[src/rtl/wb_arbiter_if.sv]
// Write-back arbiter bus: three producer handshakes in, one registered
// register-file write port and a busy flag out.
interface wb_arbiter_if;
    logic        alu_valid, alu_ready, alu_gfflag;
    logic [4:0]  alu_num;
    logic [31:0] alu_data;
    logic        fpu_valid, fpu_ready, fpu_gfflag;
    logic [4:0]  fpu_num;
    logic [31:0] fpu_data;
    logic        lsu_valid, lsu_ready, lsu_gfflag;
    logic [4:0]  lsu_num;
    logic [31:0] lsu_data;
    logic        r_gfflag;
    logic [4:0]  r_num;
    logic [31:0] r_data;
    logic        enable;
    logic        busy;

    modport slave (
        input  alu_valid, alu_gfflag, alu_num, alu_data,
        input  fpu_valid, fpu_gfflag, fpu_num, fpu_data,
        input  lsu_valid, lsu_gfflag, lsu_num, lsu_data,
        output alu_ready, fpu_ready, lsu_ready,
        output r_gfflag, r_num, r_data, enable, busy
    );

    modport master (
        output alu_valid, alu_gfflag, alu_num, alu_data,
        output fpu_valid, fpu_gfflag, fpu_num, fpu_data,
        output lsu_valid, lsu_gfflag, lsu_num, lsu_data,
        input  alu_ready, fpu_ready, lsu_ready,
        input  r_gfflag, r_num, r_data, enable, busy
    );
endinterface

[src/rtl/wb_arbiter.sv]
// Write-back arbiter: ALU direct path plus buffered FPU/LSU lanes, round-robin
// between lanes, with a starvation counter that stalls the ALU to drain them.
module wb_arbiter #(
    parameter int DEPTH        = 4,
    parameter int STARVE_LIMIT = 4
) (
    input  logic        clk,
    input  logic        rstn,
    wb_arbiter_if.slave bus
);
    localparam int          AW        = $clog2(DEPTH);
    localparam int          NUM_LANES = 2;
    localparam logic [AW:0] FULL_CNT  = (AW+1)'(DEPTH);
    localparam logic [2:0]  LIM       = 3'(STARVE_LIMIT);

    typedef struct packed {
        logic        gf;
        logic [4:0]  num;
        logic [31:0] data;
    } wb_ent_t;

    wb_ent_t [NUM_LANES-1:0] w_in_ent, w_head;
    logic    [NUM_LANES-1:0] w_in_valid, w_ready, w_ne, w_push, w_pop;
    wb_ent_t                 w_alu_ent;
    logic                    w_any, w_both, w_starve, w_alu_gnt, w_fifo_gnt;
    logic                    w_sel, w_alu_keep;

    logic       r_rr;
    logic [2:0] r_wait;
    logic       r_enable;
    wb_ent_t    r_out;

    // Writes to general register 0 are swallowed at the handshake.
    function automatic logic is_keep(wb_ent_t e);
        return e.gf || (e.num != 5'd0);
    endfunction

    assign w_in_valid  = {bus.lsu_valid, bus.fpu_valid};
    assign w_in_ent[0] = {bus.fpu_gfflag, bus.fpu_num, bus.fpu_data};
    assign w_in_ent[1] = {bus.lsu_gfflag, bus.lsu_num, bus.lsu_data};
    assign w_alu_ent   = {bus.alu_gfflag, bus.alu_num, bus.alu_data};
    assign w_alu_keep  = is_keep(w_alu_ent);

    for (genvar l = 0; l < NUM_LANES; l++) begin : g_lane
        wb_ent_t       r_mem [DEPTH];
        logic [AW-1:0] r_wp, r_rp;
        logic [AW:0]   r_cnt;

        // Ready looks only at the registered count, so a full lane never
        // accepts in the cycle it pops.
        assign w_ready[l] = r_cnt < FULL_CNT;
        assign w_ne[l]    = r_cnt != '0;
        assign w_push[l]  = w_in_valid[l] && w_ready[l] && is_keep(w_in_ent[l]);
        assign w_head[l]  = r_mem[r_rp];

        always_ff @(posedge clk or negedge rstn) begin
            if (!rstn) begin
                r_wp  <= '0;
                r_rp  <= '0;
                r_cnt <= '0;
            end else begin
                if (w_push[l]) r_wp <= r_wp + 1'b1;
                if (w_pop[l])  r_rp <= r_rp + 1'b1;
                r_cnt <= r_cnt + (AW+1)'(w_push[l]) - (AW+1)'(w_pop[l]);
            end
        end

        always_ff @(posedge clk) begin
            if (w_push[l]) r_mem[r_wp] <= w_in_ent[l];
        end
    end

    always_comb begin
        w_any      = |w_ne;
        w_both     = &w_ne;
        w_starve   = (r_wait >= LIM) && w_any;
        w_alu_gnt  = !w_starve && bus.alu_valid;
        w_fifo_gnt = w_any && !w_alu_gnt;
        w_sel      = w_both ? r_rr : w_ne[1];
        w_pop      = '0;
        if (w_fifo_gnt) w_pop[w_sel] = 1'b1;
    end

    always_ff @(posedge clk or negedge rstn) begin
        if (!rstn) begin
            r_rr     <= 1'b0;
            r_wait   <= '0;
            r_enable <= 1'b0;
            r_out    <= '0;
        end else begin
            if (w_fifo_gnt && w_both) r_rr <= !r_rr;
            if (w_fifo_gnt || !w_any)
                r_wait <= '0;
            else if (w_alu_gnt && r_wait != 3'd7)
                r_wait <= r_wait + 3'd1;
            r_enable <= w_fifo_gnt || (w_alu_gnt && w_alu_keep);
            if (w_fifo_gnt)
                r_out <= w_head[w_sel];
            else if (w_alu_gnt && w_alu_keep)
                r_out <= w_alu_ent;
        end
    end

    assign bus.alu_ready = !w_starve;
    assign bus.fpu_ready = w_ready[0];
    assign bus.lsu_ready = w_ready[1];
    assign bus.busy      = w_any;
    assign bus.enable    = r_enable;
    assign bus.r_gfflag  = r_out.gf;
    assign bus.r_num     = r_out.num;
    assign bus.r_data    = r_out.data;
endmodule

[src/flat_wrapper.sv]
// flat-port wrapper written by rule: the top's interface ports become plain ports
module wb_arbiter_flat 
#(
    parameter int DEPTH        = 4,
    parameter int STARVE_LIMIT = 4
)
  (clk, rstn, bus_alu_valid, bus_alu_gfflag, bus_alu_num, bus_alu_data, bus_fpu_valid, bus_fpu_gfflag, bus_fpu_num, bus_fpu_data, bus_lsu_valid, bus_lsu_gfflag, bus_lsu_num, bus_lsu_data, bus_alu_ready, bus_fpu_ready, bus_lsu_ready, bus_r_gfflag, bus_r_num, bus_r_data, bus_enable, bus_busy);
  wb_arbiter_if bus_i ();
  input  logic clk;
  input  logic rstn;
  input wire logic [$bits(bus_i.alu_valid)-1:0] bus_alu_valid;
  input wire logic [$bits(bus_i.alu_gfflag)-1:0] bus_alu_gfflag;
  input wire logic [$bits(bus_i.alu_num)-1:0] bus_alu_num;
  input wire logic [$bits(bus_i.alu_data)-1:0] bus_alu_data;
  input wire logic [$bits(bus_i.fpu_valid)-1:0] bus_fpu_valid;
  input wire logic [$bits(bus_i.fpu_gfflag)-1:0] bus_fpu_gfflag;
  input wire logic [$bits(bus_i.fpu_num)-1:0] bus_fpu_num;
  input wire logic [$bits(bus_i.fpu_data)-1:0] bus_fpu_data;
  input wire logic [$bits(bus_i.lsu_valid)-1:0] bus_lsu_valid;
  input wire logic [$bits(bus_i.lsu_gfflag)-1:0] bus_lsu_gfflag;
  input wire logic [$bits(bus_i.lsu_num)-1:0] bus_lsu_num;
  input wire logic [$bits(bus_i.lsu_data)-1:0] bus_lsu_data;
  output wire logic [$bits(bus_i.alu_ready)-1:0] bus_alu_ready;
  output wire logic [$bits(bus_i.fpu_ready)-1:0] bus_fpu_ready;
  output wire logic [$bits(bus_i.lsu_ready)-1:0] bus_lsu_ready;
  output wire logic [$bits(bus_i.r_gfflag)-1:0] bus_r_gfflag;
  output wire logic [$bits(bus_i.r_num)-1:0] bus_r_num;
  output wire logic [$bits(bus_i.r_data)-1:0] bus_r_data;
  output wire logic [$bits(bus_i.enable)-1:0] bus_enable;
  output wire logic [$bits(bus_i.busy)-1:0] bus_busy;
  assign bus_i.alu_valid = bus_alu_valid;
  assign bus_i.alu_gfflag = bus_alu_gfflag;
  assign bus_i.alu_num = bus_alu_num;
  assign bus_i.alu_data = bus_alu_data;
  assign bus_i.fpu_valid = bus_fpu_valid;
  assign bus_i.fpu_gfflag = bus_fpu_gfflag;
  assign bus_i.fpu_num = bus_fpu_num;
  assign bus_i.fpu_data = bus_fpu_data;
  assign bus_i.lsu_valid = bus_lsu_valid;
  assign bus_i.lsu_gfflag = bus_lsu_gfflag;
  assign bus_i.lsu_num = bus_lsu_num;
  assign bus_i.lsu_data = bus_lsu_data;
  assign bus_alu_ready = bus_i.alu_ready;
  assign bus_fpu_ready = bus_i.fpu_ready;
  assign bus_lsu_ready = bus_i.lsu_ready;
  assign bus_r_gfflag = bus_i.r_gfflag;
  assign bus_r_num = bus_i.r_num;
  assign bus_r_data = bus_i.r_data;
  assign bus_enable = bus_i.enable;
  assign bus_busy = bus_i.busy;
  wb_arbiter #(.DEPTH(DEPTH), .STARVE_LIMIT(STARVE_LIMIT)) u_core (.clk(clk), .rstn(rstn), .bus(bus_i));
endmodule
[config.mk]
export PLATFORM = sky130hd
export DESIGN_NAME = wb_arbiter_flat
export DESIGN_NICKNAME = d
export VERILOG_FILES = /design/src/rtl/wb_arbiter_if.sv /design/src/rtl/wb_arbiter.sv /design/src/flat_wrapper.sv
export SDC_FILE = /design/constraint.sdc
export NUM_CORES = 1
export LEC_CHECK = 0
export BUFFER_PORTS_ARGS = -buffer_cell sky130_fd_sc_hd__buf_2
export CORE_MARGIN = 1
export CORE_UTILIZATION = 55
export CTS_BUF_LIST = sky130_fd_sc_hd__clkbuf_16
export CTS_CLUSTER_DIAMETER = 30
export DETAILED_ROUTE_END_ITERATION = 10
export PLACE_DENSITY = 0.87
export RECOVER_POWER = 100
export SYNTH_ARGS = -nofsm -noshare
export SYNTH_HDL_FRONTEND = slang
export SYNTH_SLANG_ARGS = --single-unit
[constraint.sdc]
create_clock -name clk -period 3.6 [get_ports clk]
set_input_delay 0.54 -clock clk [delete_from_list [all_inputs] [get_ports clk]]
set_output_delay 0.54 -clock clk [all_outputs]
set_load 0.02 [all_outputs]
# ---- Yosys cells after proc, flatten, opt, wreduce, memory -nomap -nowiden
# Memory sizes are Yosys's and may differ from the RTL's.
# Cells that the tools add are included.
dict set report op_classes {
  addsub 9
  n_mul 0
  div 0
  magnitude_cmp 5
  n_eq_ne 1
  n_shift 0
  muxes 14
  n_bitwise 0
  n_reduce_logical 29
}
# cell count
set ops {}
lappend ops {{two-way mux 38 bit} 4}
lappend ops {{nonzero test 5 bit} 3}
lappend ops {{logical AND 1 bit} 11}
lappend ops {{adder 2 x 1 -> 2 bit (second input constant)} 4}
lappend ops {{adder 3 x 1 -> 3 bit} 2}
lappend ops {{< comparator 3 bit (second input constant)} 2}
lappend ops {{two-way mux 1 bit} 6}
lappend ops {{two-way mux 3 bit} 2}
lappend ops {{nonzero test 3 bit} 2}
lappend ops {{subtractor 3 x 1 -> 3 bit} 2}
lappend ops {{logical OR 1 bit} 5}
lappend ops {{logical NOT 1 bit} 4}
lappend ops {{nonzero test 2 bit} 2}
lappend ops {{adder 3 x 1 -> 3 bit (second input constant)} 1}
lappend ops {{greater-or-equal comparator 3 bit (second input constant)} 1}
lappend ops {{!= test 3 bit (second input constant)} 1}
lappend ops {{< comparator 1 x 2 -> 1 bit (second input constant)} 1}
lappend ops {{two-way mux 2 bit} 1}
lappend ops {{AND reduction 2 bit} 1}
lappend ops {{OR reduction 2 bit} 1}
lappend ops {{demux 1 bit (select 1 bit)} 1}
lappend ops {{greater-or-equal comparator 1 bit (second input constant)} 1}
dict set report totals {
  ff_bits 57
  latch_bits 0
  mem_bits_rw 304
  mem_bits_ro 0
  inputBits 119
  out_inout_bits 43
  wordCells 72
  memories 2
}
# name depth word_bits rd rd_ports_with_merged_regs write_ports line_no
set mem_list {}
lappend mem_list {{u_core.g_lane[0].r_mem} 4 38 1 0 1 wb_arbiter.sv:45} ;# wb_ent_t r_mem [DEPTH];
lappend mem_list {{u_core.g_lane[1].r_mem} 4 38 1 0 1 wb_arbiter.sv:45}

# ---- Depth between registers and ports, before layout
dict set report depth {
  ltp_word 9
  mapped_depth 11
  mapped_depth_nobuf 9
}

# ---- Worst setup path after synthesis
# Ideal clock, no wire load.
dict set report synth_timing {
  kind {input to register}
  from {input bus_fpu_num[1]}
  to {register u_core.g_lane[0].r_cnt[2]}
  arrival_time_ns 2.424
  required_ns 3.477
  setup_slack_ns 1.053
  stages 9
  path_buffers 0
  cell_sequence {or4_1 o311a_1 inv_1 ha_1 inv_1 ha_1 fa_1 xnor2_1 xnor2_1}
}
dict set report synth_via {
  elab_chain_len 5
}
# element line_no
set synth_rtl {}
lappend synth_rtl {{start: declaration} flat_wrapper.sv:17} ;# input wire logic [$bits(bus_i.fpu_num)-1:0] bus_fpu_num;
lappend synth_rtl {{nonzero test 5 bit} wb_arbiter.sv:35} ;# return e.gf || (e.num != 5'd0);
lappend synth_rtl {{logical OR 1 bit} wb_arbiter.sv:35}
lappend synth_rtl {{logical AND 1 bit} wb_arbiter.sv:53} ;# assign w_push[l] = w_in_valid[l] && w_ready[l] && is_keep(w_in_ent[l]);
lappend synth_rtl {{adder 3 x 1 -> 3 bit} wb_arbiter.sv:64} ;# r_cnt <= r_cnt + (AW+1)'(w_push[l]) - (AW+1)'(w_pop[l]);
lappend synth_rtl {{subtractor 3 x 1 -> 3 bit} wb_arbiter.sv:64}
lappend synth_rtl {{end signal: assignment} wb_arbiter.sv:64}
lappend synth_rtl {{end: declaration} wb_arbiter.sv:47} ;# logic [AW:0] r_cnt;
# Every way passes these cells.
# A chain may end at the register's enable or synchronous reset.

# ---- Worst setup path after layout
dict set report layout_timing {
  from {register u_core.g_lane[0].r_cnt[1]}
  to {register u_core.g_lane[0].r_cnt[2]}
}
dict set report layout_via {
  elab_chain_len 9
}
# element line_no
set layout_rtl {}
lappend layout_rtl {{nonzero test 3 bit (*)} wb_arbiter.sv:52} ;# assign w_ne[l] = r_cnt != '0;
lappend layout_rtl {{AND reduction 2 bit or OR reduction 2 bit (tied branches)} {wb_arbiter.sv:75, wb_arbiter.sv:74}}
lappend layout_rtl {{two-way mux 1 bit or logical AND 1 bit (tied branches)} {wb_arbiter.sv:79, wb_arbiter.sv:76}}
lappend layout_rtl {{< comparator 1 x 2 -> 1 bit (implied by the code) (tied with other cells)} wb_arbiter.sv:81} ;# if (w_fifo_gnt) w_pop[w_sel] = 1'b1;
lappend layout_rtl {{logical AND 1 bit (on tied branches)} {wb_arbiter.sv:81, wb_arbiter.sv:77}}
lappend layout_rtl {{two-way mux 1 bit (implied by the code) or logical NOT 1 bit (tied branches)} {wb_arbiter.sv:81, wb_arbiter.sv:78}}
lappend layout_rtl {{demux 1 bit (select 1 bit) or logical AND 1 bit (tied branches)} --}
lappend layout_rtl {{two-way mux 2 bit (*)} wb_arbiter.sv:81}
lappend layout_rtl {{net u_core.w_pop[0]} wb_arbiter.sv:23} ;# logic [NUM_LANES-1:0] w_in_valid, w_ready, w_ne, w_push, w_pop;
lappend layout_rtl {{subtractor 3 x 1 -> 3 bit (*)} wb_arbiter.sv:64}
# Mark *: on every way through the listed nets, which the timed path passes. The rest lies on a longest branch.

==> results by group <==
CTS
  – H-tree depth: 3
  – CTS tree: done
  – Resized Gates After CTS: 0
  – Clk_lat worst skew: 0.55 ns
  – CTS Hold Buffers Added: 0
  – Clock sinks: 361
  – Setup bufs post-CTS: 0
  – CTS Buffer Depth: 3
  – TritonCTS Buffers: 66
  – Clk Tree Root Cell: clkbuf_16
  – Clk pin slew, worst setup/hold paths: 0.05 ns

GRT
  – GRT Max-Usage Layer: met2
  – M2 GR Usage: 43.33%
  – Met3 GRT Util: 7.059%
  – Met1 usage: 36.24%
  – Total Routing Usage GR: 27.56%
  – Largest net degree at the start of global routing: 41
  – Initial antenna violation count: 5
  – Vias in the first global route: 8607
  – Total grt overflow: 0
  – First-pass GRT wire length: 52590 µm

Timing
  – Final Critical Period: 3.283 ns
  – F_max: 0.3046 GHz
  – Final Slew Violations: 314
  – Final Setup Violations: 0
  – RSZ-0062 raised after global routing: false
  – Final period util: 91.20%
  – Setup Skew: 0.02267 ns
  – Hold slack: 0.2276 ns
  – Setup TNS Final: 0 ns
  – Final-report hold violation count: 0
  – Slew at the pin with the worst max-slew slack: 2.422 ns
  – Rel. slew slack: -61.44%

Finish
  – Synthesis-to-layout area growth: 22.68%
  – Design area: 17500 µm²
  – Layout cells sized above 1: 26.20%
  – NumNets Final: 1058

Synth
  – Async S/R FF share, synth: 15.79%
  – Mapped Cells: 718
  – Synthesis warning total: 0
  – Cell variety after synth: 47
  – Commonest cells post-synth: edfxtp_1 (304), mux4_2 (76), dfrtp_1 (57), inv_1 (33), nand3_1 (21)
  – EDFF count, synth: 304
  – Sequential area share after synthesis: 74.01%
  – Top cell type by total area after synthesis: edfxtp_1
  – Synth Net Count: 853
  – Cells taking the most area after synthesis: edfxtp_1 (64%), mux4_2 (12%), dfrtp_1 (10%), a221oi_2 (1.9%), ha_1 (1.2%)
  – Most common cell in the synthesized netlist: edfxtp_1
  – Synth top area share: 64.01%
  – Flops & latches, synth: 361
  – Most used DFF post-synth: edfxtp_1
  – Post-synthesis cell area: 14260 µm²
  – Synthesized area per cell: 19.86 µm²

Setup path
  – Worst EP required: 4.07 ns
  – Reg2Reg Depth: 10
  – CP Max Fanout: 19
  – Critical path class: reg2reg
  – Critical path arrival: 3.75 ns
  – Worst setup SP type: flop
  – Worst Setup End Kind: flop

Route
  – DRT Pass-1 Iters: 7
  – Via Count: 8295
  – Total wire length: 35570 µm
  – Routed wire per std cell: 27.15 µm
  – First DRT Iteration DRCs: 1127
  – Drt drc: 0
  – Vias per inst: 6.332
  – Routed Antenna Nets: 0

Status
  – Violated checks: max-capacitance violations, max-slew violations
  – Outcome: finished, violations left

Die
  – Die extent in y: 163.0 µm
  – Width of the chip: 163.0 µm
  – # rows: 58
  – Die footprint: 26580 µm²
  – Starting Density: 56.31%
  – I/O Pins: 162
  – Core area: 25330 µm²

Power and ir drop
  – Leak: 6.118 nW
  – Pwr/cell area: 955.2 nW/µm²
  – Peak VDD IR: 0.5460 mV

Placed design
  – GPL Wtd Cong: 0.8785
  – Cell Area, Placed: 15420 µm²
  – Port bufs: 161
  – HPWL after detailed placement: 20240 µm

Job
  – Max Cap Viol: 8

Hold path
  – Min-delay worst type: in2reg
  – WHS Path Cells: 2
[per-layer routing]
layer	wire, µm	part of all wire, %
met5	41	0.12
met4	1477	4.2
met3	3344	9.4
met2	17330	49
met1	13380	38
[where the power goes]
part           switching [W]  internal (W)  leakage, nW
Clock                0.00213       0.00439         1.17
Combinational        0.00257       0.00168         1.52
Sequential          0.000521       0.00542         3.43
[critical path, stage by stage (launching register included)]
cell and delay [ns]:
dfrtp_1 0.42, nor3_4 0.21, clkbuf_1 0.72, o21a_1 0.37, nor2_1 0.17, ha_1 0.33
inv_1 0.06, ha_1 0.20, fa_1 0.39, xnor2_1 0.19, xnor2_1 0.14
[cell usage in the layout, fill, tap and decap left out, types with 3 or more instances in the layout]
master / n
a221o_1: 13
a21oi_1: 15
a22oi_1: 5
diode_2: 3
xnor2_1: 9
ha_1: 14
o22ai_1: 19
buf_4: 12
nor2_1: 5
o21ai_0: 4
edfxtp_1: 304
a221oi_1: 17
buf_2: 42
nor3_1: 19
o221ai_1: 5
clkbuf_1: 122
nand2_1: 9
nand3_1: 21
clkinv_1: 7
clkinv_4: 3
o211ai_1: 13
and2_1: 7
bufinv_16: 10
clkinvlp_4: 6
xor2_1: 3
dfrtp_1: 55
mux4_2: 76
inv_6: 7
clkbuf_16: 73
inv_1: 36
clkinv_2: 12
[state kept, by name, summed over array words and instances (netlist names), 3 cells and up]
signal,flops
u_core.g_lane.r_wp,4
u_core.bus.r_num,5
u_core.bus.r_data,32
u_core.g_lane.r_cnt,6
u_core.r_wait,3
u_core.g_lane.r_rp,4
u_core.g_lane.r_mem,304
[layout make-up]
| cell class | instances | area, µm² |
|---|---|---|
| clock buffers | 73 | 1827 |
| inverters | 33 | 123.9 |
| flip-flops and latches | 361 | 10560 |
| clock inverters | 49 | 541.8 |
| well taps | 330 | 412.9 |
| multi-input cells | 284 | 3262 |
| fillers | 1576 | 7831 |
| repair buffers | 177 | 763.2 |
| diodes | 3 | 7.507 |
[worst paths after layout]
path	endpoint	from	slack [ns]
worst max-delay path	u_core.g_lane[0].r_cnt[2]	u_core.g_lane[0].r_cnt[1]	0.32
worst min-delay path	u_core.bus.r_data[9]	bus_alu_data[9]	0.23
worst max register to register	u_core.g_lane[0].r_cnt[2]	u_core.g_lane[0].r_cnt[1]	0.32
worst min register to register	u_core.bus.r_data[20]	u_core.bus.r_data[20]	0.52
max in group asynchronous	u_core.bus.r_data[7]	rstn	0.98
min in group asynchronous	u_core.bus.r_data[26]	rstn	0.73
[kinds of logic after synthesis]
family                   Yosys count  synth area share (%)
adder cells (fa/ha/maj)           16                 1.509
buffers and inverters             73                 2.325
flip-flops                       361                 74.01
AO/OA/AOI/OAI                    104                 6.440
XOR/XNOR                          12                0.7370
multiplexers                      78                 12.14
AND/OR/NAND/NOR                   74                 2.834
[stage by stage]
stage	power, W	utilization (%)	std cells	worst slack (ns)
after detailed placement	0.01021	60.87	1185	0.6038
after floorplan	0.008756	-	718	1.053
after CTS	0.01689	70.22	1307	0.5081
after global placement	0.01002	60.87	1185	0.7358
final	0.01671	69.08	1310	0.3168
after global routing	0.01725	69.07	1309	0.1715
No activity file was read; power rests on OpenSTA's default activity.
